$ cat config.mk
export PLATFORM = sky130hd
export DESIGN_NAME = shiftreg_univ_flat
export DESIGN_NICKNAME = d
export VERILOG_FILES = /design/src/rtl/shiftreg_univ_if.sv /design/src/rtl/shiftreg_univ.sv /design/src/flat_wrapper.sv
export SDC_FILE = /design/constraint.sdc
export NUM_CORES = 1
export LEC_CHECK = 0
export ABC_AREA = 0
export CAP_MARGIN = 20
export CORE_AREA = 3 3 49 51
export DETAILED_ROUTE_END_ITERATION = 7
export DIE_AREA = 0 0 52 54
export GPL_ROUTABILITY_DRIVEN = 1
export PLACE_DENSITY = 0.51
export RECOVER_POWER = 25
export SETUP_SLACK_MARGIN = 0.15
export SLEW_MARGIN = 20
export SYNTH_ARGS = -nofsm -noshare
export SYNTH_HDL_FRONTEND = slang
export SYNTH_SLANG_ARGS = --single-unit
$ cat constraint.sdc
create_clock -name clk -period 2.5 [get_ports clk]
set_input_delay 0.75 -clock clk [delete_from_list [all_inputs] [get_ports clk]]
set_output_delay 0.75 -clock clk [all_outputs]
set_load 0.03 [all_outputs]
$ cat src/rtl/shiftreg_univ_if.sv
// Bus bundle for shiftreg_univ: control, serial/parallel data and status.
// With SHIFTREG_ROTATE_EN defined, an extra 'rot' control bit is carried.
// master = the side that drives control/data, slave = the shift register.
interface shiftreg_univ_if #(
  parameter int WIDTH = 1,
  parameter int DEPTH = 4
) ();

  localparam int FILL_W = $clog2(DEPTH + 1);

  logic                     en;
  logic [1:0]               mode;
  logic [WIDTH-1:0]         sin_lo;
  logic [WIDTH-1:0]         sin_hi;
  logic [WIDTH*DEPTH-1:0]   pdin;
  logic [WIDTH*DEPTH-1:0]   pdout;
  logic [WIDTH-1:0]         sout_hi;
  logic [WIDTH-1:0]         sout_lo;
  logic [FILL_W-1:0]        fill;
  logic                     full;

`ifdef SHIFTREG_ROTATE_EN
  logic                     rot;

  modport master (
    output en, mode, sin_lo, sin_hi, pdin, rot,
    input  pdout, sout_hi, sout_lo, fill, full
  );

  modport slave (
    input  en, mode, sin_lo, sin_hi, pdin, rot,
    output pdout, sout_hi, sout_lo, fill, full
  );
`else
  modport master (
    output en, mode, sin_lo, sin_hi, pdin,
    input  pdout, sout_hi, sout_lo, fill, full
  );

  modport slave (
    input  en, mode, sin_lo, sin_hi, pdin,
    output pdout, sout_hi, sout_lo, fill, full
  );
`endif

endinterface

$ cat src/rtl/shiftreg_univ.sv
// Universal shift register: hold, shift up, shift down, parallel load.
// DEPTH stages of WIDTH bits; stage k lives at pdout[k*WIDTH +: WIDTH].
// 'fill' counts stages holding written data (saturates at DEPTH); 'full'
// follows fill == DEPTH and, since fill never decreases, stays up until reset.
// Optional feature: define SHIFTREG_ROTATE_EN to add bus.rot, which turns
// both shift modes into rotations that leave fill untouched.
// All outputs are taken straight from registered state.
module shiftreg_univ #(
  parameter int WIDTH = 1,
  parameter int DEPTH = 4
) (
  input  logic           clk,
  input  logic           rst,
  shiftreg_univ_if.slave bus
);

  localparam int FILL_W = $clog2(DEPTH + 1);
  localparam logic [FILL_W-1:0] FILL_MAX = FILL_W'(DEPTH);

  typedef enum logic [1:0] {
    MODE_HOLD = 2'b00,
    MODE_UP   = 2'b01,
    MODE_DOWN = 2'b10,
    MODE_LOAD = 2'b11
  } mode_e;

  logic [DEPTH-1:0][WIDTH-1:0] stage_q, stage_d;
  logic [FILL_W-1:0]           fill_q, fill_d;
  logic                        rot_sel;

`ifdef SHIFTREG_ROTATE_EN
  assign rot_sel = bus.rot;
`else
  assign rot_sel = 1'b0;
`endif

  // Next-state for stages and fill; en=0 or hold mode leaves both unchanged.
  always_comb begin
    stage_d = stage_q;
    fill_d  = fill_q;
    if (bus.en) begin
      case (mode_e'(bus.mode))
        MODE_UP: begin
          for (int k = 1; k < DEPTH; k++) begin
            stage_d[k] = stage_q[k-1];
          end
          stage_d[0] = rot_sel ? stage_q[DEPTH-1] : bus.sin_lo;
          if (!rot_sel && (fill_q != FILL_MAX)) begin
            fill_d = fill_q + FILL_W'(1);
          end
        end
        MODE_DOWN: begin
          for (int k = 0; k < DEPTH - 1; k++) begin
            stage_d[k] = stage_q[k+1];
          end
          stage_d[DEPTH-1] = rot_sel ? stage_q[0] : bus.sin_hi;
          if (!rot_sel && (fill_q != FILL_MAX)) begin
            fill_d = fill_q + FILL_W'(1);
          end
        end
        MODE_LOAD: begin
          stage_d = bus.pdin;
          fill_d  = FILL_MAX;
        end
        default: begin
          stage_d = stage_q;
          fill_d  = fill_q;
        end
      endcase
    end
  end

  // State registers; active-low synchronous reset overrides en and mode.
  always_ff @(posedge clk) begin
    if (!rst) begin
      stage_q <= '0;
      fill_q  <= '0;
    end else begin
      stage_q <= stage_d;
      fill_q  <= fill_d;
    end
  end

  assign bus.pdout   = stage_q;
  assign bus.sout_hi = stage_q[DEPTH-1];
  assign bus.sout_lo = stage_q[0];
  assign bus.fill    = fill_q;
  assign bus.full    = (fill_q == FILL_MAX);

endmodule

$ cat src/flat_wrapper.sv
// flat-port wrapper written by rule: the top's interface ports become plain ports
module shiftreg_univ_flat 
#(
  parameter int WIDTH = 1,
  parameter int DEPTH = 4
)
  (clk, rst, bus_en, bus_mode, bus_sin_lo, bus_sin_hi, bus_pdin, bus_pdout, bus_sout_hi, bus_sout_lo, bus_fill, bus_full);
  shiftreg_univ_if #(.WIDTH(WIDTH), .DEPTH(DEPTH)) bus_i ();
  input  logic clk;
  input  logic rst;
  input wire logic [$bits(bus_i.en)-1:0] bus_en;
  input wire logic [$bits(bus_i.mode)-1:0] bus_mode;
  input wire logic [$bits(bus_i.sin_lo)-1:0] bus_sin_lo;
  input wire logic [$bits(bus_i.sin_hi)-1:0] bus_sin_hi;
  input wire logic [$bits(bus_i.pdin)-1:0] bus_pdin;
  output wire logic [$bits(bus_i.pdout)-1:0] bus_pdout;
  output wire logic [$bits(bus_i.sout_hi)-1:0] bus_sout_hi;
  output wire logic [$bits(bus_i.sout_lo)-1:0] bus_sout_lo;
  output wire logic [$bits(bus_i.fill)-1:0] bus_fill;
  output wire logic [$bits(bus_i.full)-1:0] bus_full;
  assign bus_i.en = bus_en;
  assign bus_i.mode = bus_mode;
  assign bus_i.sin_lo = bus_sin_lo;
  assign bus_i.sin_hi = bus_sin_hi;
  assign bus_i.pdin = bus_pdin;
  assign bus_pdout = bus_i.pdout;
  assign bus_sout_hi = bus_i.sout_hi;
  assign bus_sout_lo = bus_i.sout_lo;
  assign bus_fill = bus_i.fill;
  assign bus_full = bus_i.full;
  shiftreg_univ #(.WIDTH(WIDTH), .DEPTH(DEPTH)) u_core (.clk(clk), .rst(rst), .bus(bus_i));
endmodule
# Word-level counts from Yosys, hierarchy flattened
# Index checks and enable logic that the tools add are counted.
dict set report op_classes {
  reduce_logical 5
  eq_ne 6
  add_sub_neg 1
  muxes 3
}
# cell count
set op_table {}
lappend op_table {{$pmux W4 S3} 1}
lappend op_table {{$pmux W3 S2} 1}
lappend op_table {{$eq A2 B2 Y1 const B} 2}
lappend op_table {{$add A3 B1 Y3 const B} 1}
lappend op_table {{$eq A3 B3 Y1 const B} 1}
lappend op_table {{$mux W3} 1}
lappend op_table {{$ne A3 B3 Y1 const B} 1}
lappend op_table {{$reduce_and A3 Y1} 1}
lappend op_table {{$reduce_bool A3 Y1} 1}
lappend op_table {{$eq A2 B1 Y1 const B} 1}
lappend op_table {{$ne A2 B1 Y1 const B} 1}
lappend op_table {{$reduce_and A2 Y1} 1}
lappend op_table {{$reduce_bool A2 Y1} 1}
lappend op_table {{$reduce_or A2 Y1} 1}
dict set report totals {
  word_cells 20
  output_inout_bits 10
  inputBits 11
  reg_bits 7
}

# Depth between registers and ports, before layout
# Gate-level depths: netlist of the first run.
dict set report logic_depth {
  depth_word 4
  mapped_depth 6
  mapped_depth_nobuf 5
}

# Least setup slack after synthesis of the first run
# No wires, ideal clock.
dict set report synth_timing {
  path_kind {in2reg}
  startpoint {input bus_mode[0]}
  endpoint {register u_core.fill_q[0], in the netlist u_core.bus.fill[0]}
  n_path_buf 0
  stages 5
  arrival_time_ps 1802
  setup_slack_ps 628
  setup_ps 70
  t_required_ps 2430
  path_cell_list {inv_1 ha_1 and3_1 or4_1 a21boi_1}
}
dict set report synth_between {
  elab_chain_len 4
  word_cells_on_any_way 8
  classes_between {eq/ne: 4; mux: 1; reduce/logical: 3}
}
# element line_no
set synth_lines {}
lappend synth_lines {{start, declared} flat_wrapper.sv:12} ;# input wire logic [$bits(bus_i.mode)-1:0] bus_mode;
lappend synth_lines {{$eq A2 B1 Y1 / $eq A2 B2 Y1 (equally long branches)} shiftreg_univ.sv:42} ;# case (mode_e'(bus.mode))
lappend synth_lines {{$reduce_or A2 Y1 (no line)} --}
lappend synth_lines {{$ne A2 B1 Y1 (no line) / $reduce_bool A2 Y1 (equally long branches)} --}
lappend synth_lines {{$reduce_and A3 Y1 (no line)} --}
lappend synth_lines {{end signal, assigned} shiftreg_univ.sv:80} ;# fill_q <= fill_d;
lappend synth_lines {{end, declared} shiftreg_univ.sv:28} ;# logic [FILL_W-1:0] fill_q, fill_d;
# Several ways; a longest one is shown, not always the timed one.
# A chain may end at the register's enable or synchronous reset.

# Worst setup path after layout of the first run
# Same ends and word-level chain as after synthesis.

==> metrics.csv, run 1 <==
stage,metric,value,unit
power_and_ir_drop,vdd.ir_drop.worst,0.0002423,V
hold_path,worstHoldPathType,reg2reg,
worst_setup_path,cp_num_buf_inv,2,
worst_setup_path,crit_path_cell_trace,dlygate4sd3_1 -> inv_1 -> ha_1 -> and3_1 -> or4_1 -> a21boi_1,
timing,post_route_clock_period_utilization,0.9105,
final_layout,final.fill_count,202,
global_route,first_global_vias,447,
clock_tree,cts_sinks,7,
worst_setup_path,cp_max_fo,3,
global_route,busiest_layer,met2,
power_and_ir_drop,total_power_per_unit_cell_area,456.1,nW/µm²
power_and_ir_drop,fin_total_pwr,0.3355,mW
timing,hold-worst-slack,0.5433,ns
die,fp.coreArea,1982,µm²
global_route,wire_length_of_the_first_global_routing_pass,1842,µm
die,ioPinCount,21,
worst_setup_path,cpLargestDelayFamily,buffers and inverters,
timing,worstMarginPinSlew,0.3244,ns
final_layout,flow.area_growth_from_synthesis,55.56,%
die,rows,16,
yosys,syn_avg_cell_area,8.599,µm²
clock_tree,cts-root-buf,sky130_fd_sc_hd__clkbuf_4,
final_layout,finalNonFillerCells,105,
global_route,track_usage,0.09292,
placement,numPortBuffers,20,
clock_tree,cts_inserted_buffers,3,
final_layout,multiInputGateArea,291.5,µm²
route,drt_iter0_markers,7,
clock_tree,cts_tree,built,
yosys,netlist_cell_types,23,
timing,slew_headroom,0.7830,
clock_tree,cts_max_path_buffers,2,
yosys,ys_warn_count,0,
yosys,synth_nets,72,
route,via_count,484,
timing,rsz0062_at_grt,no,
worst_setup_path,timing.critical_path.to_type,flop,
timing,fin_tns_setup,0,ns
worst_setup_path,critical_path.max_stage_delay,0.58,ns
route,drt-pass1-iter-count,4,
run,cap_violations,0,
timing,fin_skew,0.007092,ns
placement,place.gp.congestion,0.7364,
global_route,number_of_antenna_violations_at_the_first_check_in_global_routing,0,
worst_setup_path,crit_arrival,2.46,ns
worst_setup_path,worst_ep_required_time,2.68,ns
timing,clock.fmax,439.3,MHz
power_and_ir_drop,p_leak,0.2919,nW
final_layout,drive_above_1_share,0.1026,
yosys,area_of_the_mapped_netlist,473.0,µm²
yosys,synth-seq-area-share,0.2963,
final_layout,final_cell_mix,"sky130_fd_sc_hd__clkdlybuf4s50_1 (17), sky130_fd_sc_hd__dfxtp_1 (7), sky130_fd_sc_hd__ha_1 (6), sky130_fd_sc_hd__o21ai_0 (5)",
clock_tree,post_cts.repair.setup_buffers,0,
die,floorplan.die.width,52,µm
worst_setup_path,cp-start-kind,input port,
die,die-height,54,µm
timing,final-max-slew-violation-count,0,
placement,place_area,710.7,µm²
clock_tree,clk_transition_reported_paths,0.06,ns
route,via_per_inst,4.610,
status,status,completed,
global_route,met2_capacity_usage_during_global_routing,0.1402,
route,drtAntennaViolNets,0,
final_layout,number_of_nets_in_the_layout,96,
die,initial_core_util,0.2386,
final_layout,final-seq-area,140.1,µm²
final_layout,final_non_filler_cell_area,735.7,µm²
global_route,global_route.usage.met3,0.05263,
global_route,gr-total-overflow,0,
final_layout,most_common_cell_after_layout_fill_and_taps_aside,sky130_fd_sc_hd__clkdlybuf4s50_1,
global_route,globalRouteMet1Util,0.1073,
timing,finalSetupViolations,0,
worst_setup_path,cp_slowest_cell,sky130_fd_sc_hd__dlygate4sd3_1,
placement,place_inst,101,
route,routed_wirelength,1151,µm
route,route.detailed.wl_per_inst,10.96,µm
global_route,maximum_number_of_pins_on_one_net_before_global_route_repair,9,
route,drc,0,
final_layout,insertedDiodeCount,0,
timing,final-hold-violation-count,0,
placement,hpwlAfterDp,900.1,µm
clock_tree,clock_latency,0.26,ns
yosys,ys_seq_elements,7,
clock_tree,cts_htree_levels,1,
timing,fin_crit,2.276,ns
die,die-area,2808,µm²
yosys,post_synthesis_cells,55,
worst_setup_path,worstSetupPathType,in2reg,
## report_power, final
part | internal (mW) | switching [mW]
Sequential | 0.119 | 0.00757
Combinational | 0.0508 | 0.0516
Clock | 0.0611 | 0.0453
## worst reg2reg max path, delay by kind of cell, from the launching register on
kind / cells / cell delay [ns]
AND/OR/NAND/NOR: 2 / 0.59
buffers and inverters: 1 / 0.06
AO/OA/AOI/OAI: 1 / 0.13
adder cells (fa/ha/maj): 1 / 0.21
flip-flops: 1 / 0.39
## cell type report
class,instances,area share
inverters,4,0.02041
multi-input cells,39,0.3963
repair buffers,24,0.3112
clock buffers,4,0.03571
flip-flops and latches,7,0.1905
well taps,27,0.04592
## kinds of logic after synthesis
kind of cell             Yosys count  synth area share
AND/OR/NAND/NOR                   13            0.1746
AO/OA/AOI/OAI                     20            0.2831
flip-flops                         7            0.2963
adder cells (fa/ha/maj)            6            0.1587
buffers and inverters              9           0.08728
## per-stage QoR
stage	setup WS (ns)	utilization
detailed placement	0.04344	0.3586
global route	0.1546	0.3712
global placement	0.07359	0.3586
floorplan	0.6278	-
CTS	0.3017	0.3712
finish	0.2237	0.3712
## layer usage
| metal | share of wire | vias up |
|---|---|---|
| met5 | 0 | - |
| met3 | 0.068 | 2 |
| met4 | 0.017 | 0 |
| met2 | 0.43 | 14 |
| met1 | 0.48 | 220 |
| li1 | - | 248 |
## state kept, by name (all words and copies together) (netlist names)
| signal | flops |
|---|---|
| u_core.bus.fill | 3 |
| u_core.bus.pdout | 2 |
| u_core.bus.sout_hi | 1 |
| u_core.bus.sout_lo | 1 |
## path summary, 6_finish.rpt
check,start,end,slack (ns),cells past startpoint
setup reg to reg,u_core.bus.fill[0]$_SDFFE_PN0P_,u_core.bus.fill[0]$_SDFFE_PN0P_,1.04,5
setup / recovery,bus_mode[0],u_core.bus.fill[0]$_SDFFE_PN0P_,0.22,6
hold reg to reg,u_core.bus.fill[2]$_SDFFE_PN0P_,u_core.bus.fill[2]$_SDFFE_PN0P_,0.54,2
hold / removal,u_core.bus.fill[2]$_SDFFE_PN0P_,u_core.bus.fill[2]$_SDFFE_PN0P_,0.54,2
## cell usage after synthesis
cell type,number,area share
sky130_fd_sc_hd__a21boi_1,1,0.016
sky130_fd_sc_hd__a21oi_1,4,0.042
sky130_fd_sc_hd__a221oi_1,4,0.074
sky130_fd_sc_hd__and2_1,1,0.013
sky130_fd_sc_hd__and3_1,1,0.013
sky130_fd_sc_hd__buf_4,2,0.032
sky130_fd_sc_hd__clkbuf_1,3,0.024
sky130_fd_sc_hd__dfxtp_1,7,0.30
sky130_fd_sc_hd__ha_1,6,0.16
sky130_fd_sc_hd__inv_1,4,0.032
sky130_fd_sc_hd__nand2_1,1,0.0079
sky130_fd_sc_hd__nand3b_1,1,0.016
sky130_fd_sc_hd__nor2_1,1,0.0079
sky130_fd_sc_hd__nor2b_1,1,0.013
sky130_fd_sc_hd__nor3_1,1,0.011
sky130_fd_sc_hd__nor3b_1,4,0.063
sky130_fd_sc_hd__nor4_1,1,0.013
sky130_fd_sc_hd__o211ai_1,1,0.016
sky130_fd_sc_hd__o21a_1,2,0.032
sky130_fd_sc_hd__o21ai_0,5,0.053
sky130_fd_sc_hd__o21ai_2,1,0.019
sky130_fd_sc_hd__o31ai_1,2,0.032
sky130_fd_sc_hd__or4_1,1,0.016
## what timing repair did
action | in CTS | in global routing
hold buffers | 0 | 0
resized for setup | 1 | 0
endpoints found under the setup margin | 1 | 0
Power figures use the tool's default switching activity.
==> run 2: changes to the inputs <==
SLEW_MARGIN = unset   (was 20)
==> results of run 2 <==
Final layout, timing and power as in run 1 (identical DEF).
==> run 3: changes to the inputs <==
CAP_MARGIN = unset   (was 20)
==> results of run 3 <==
Final layout, timing and power as in run 1 (identical DEF).
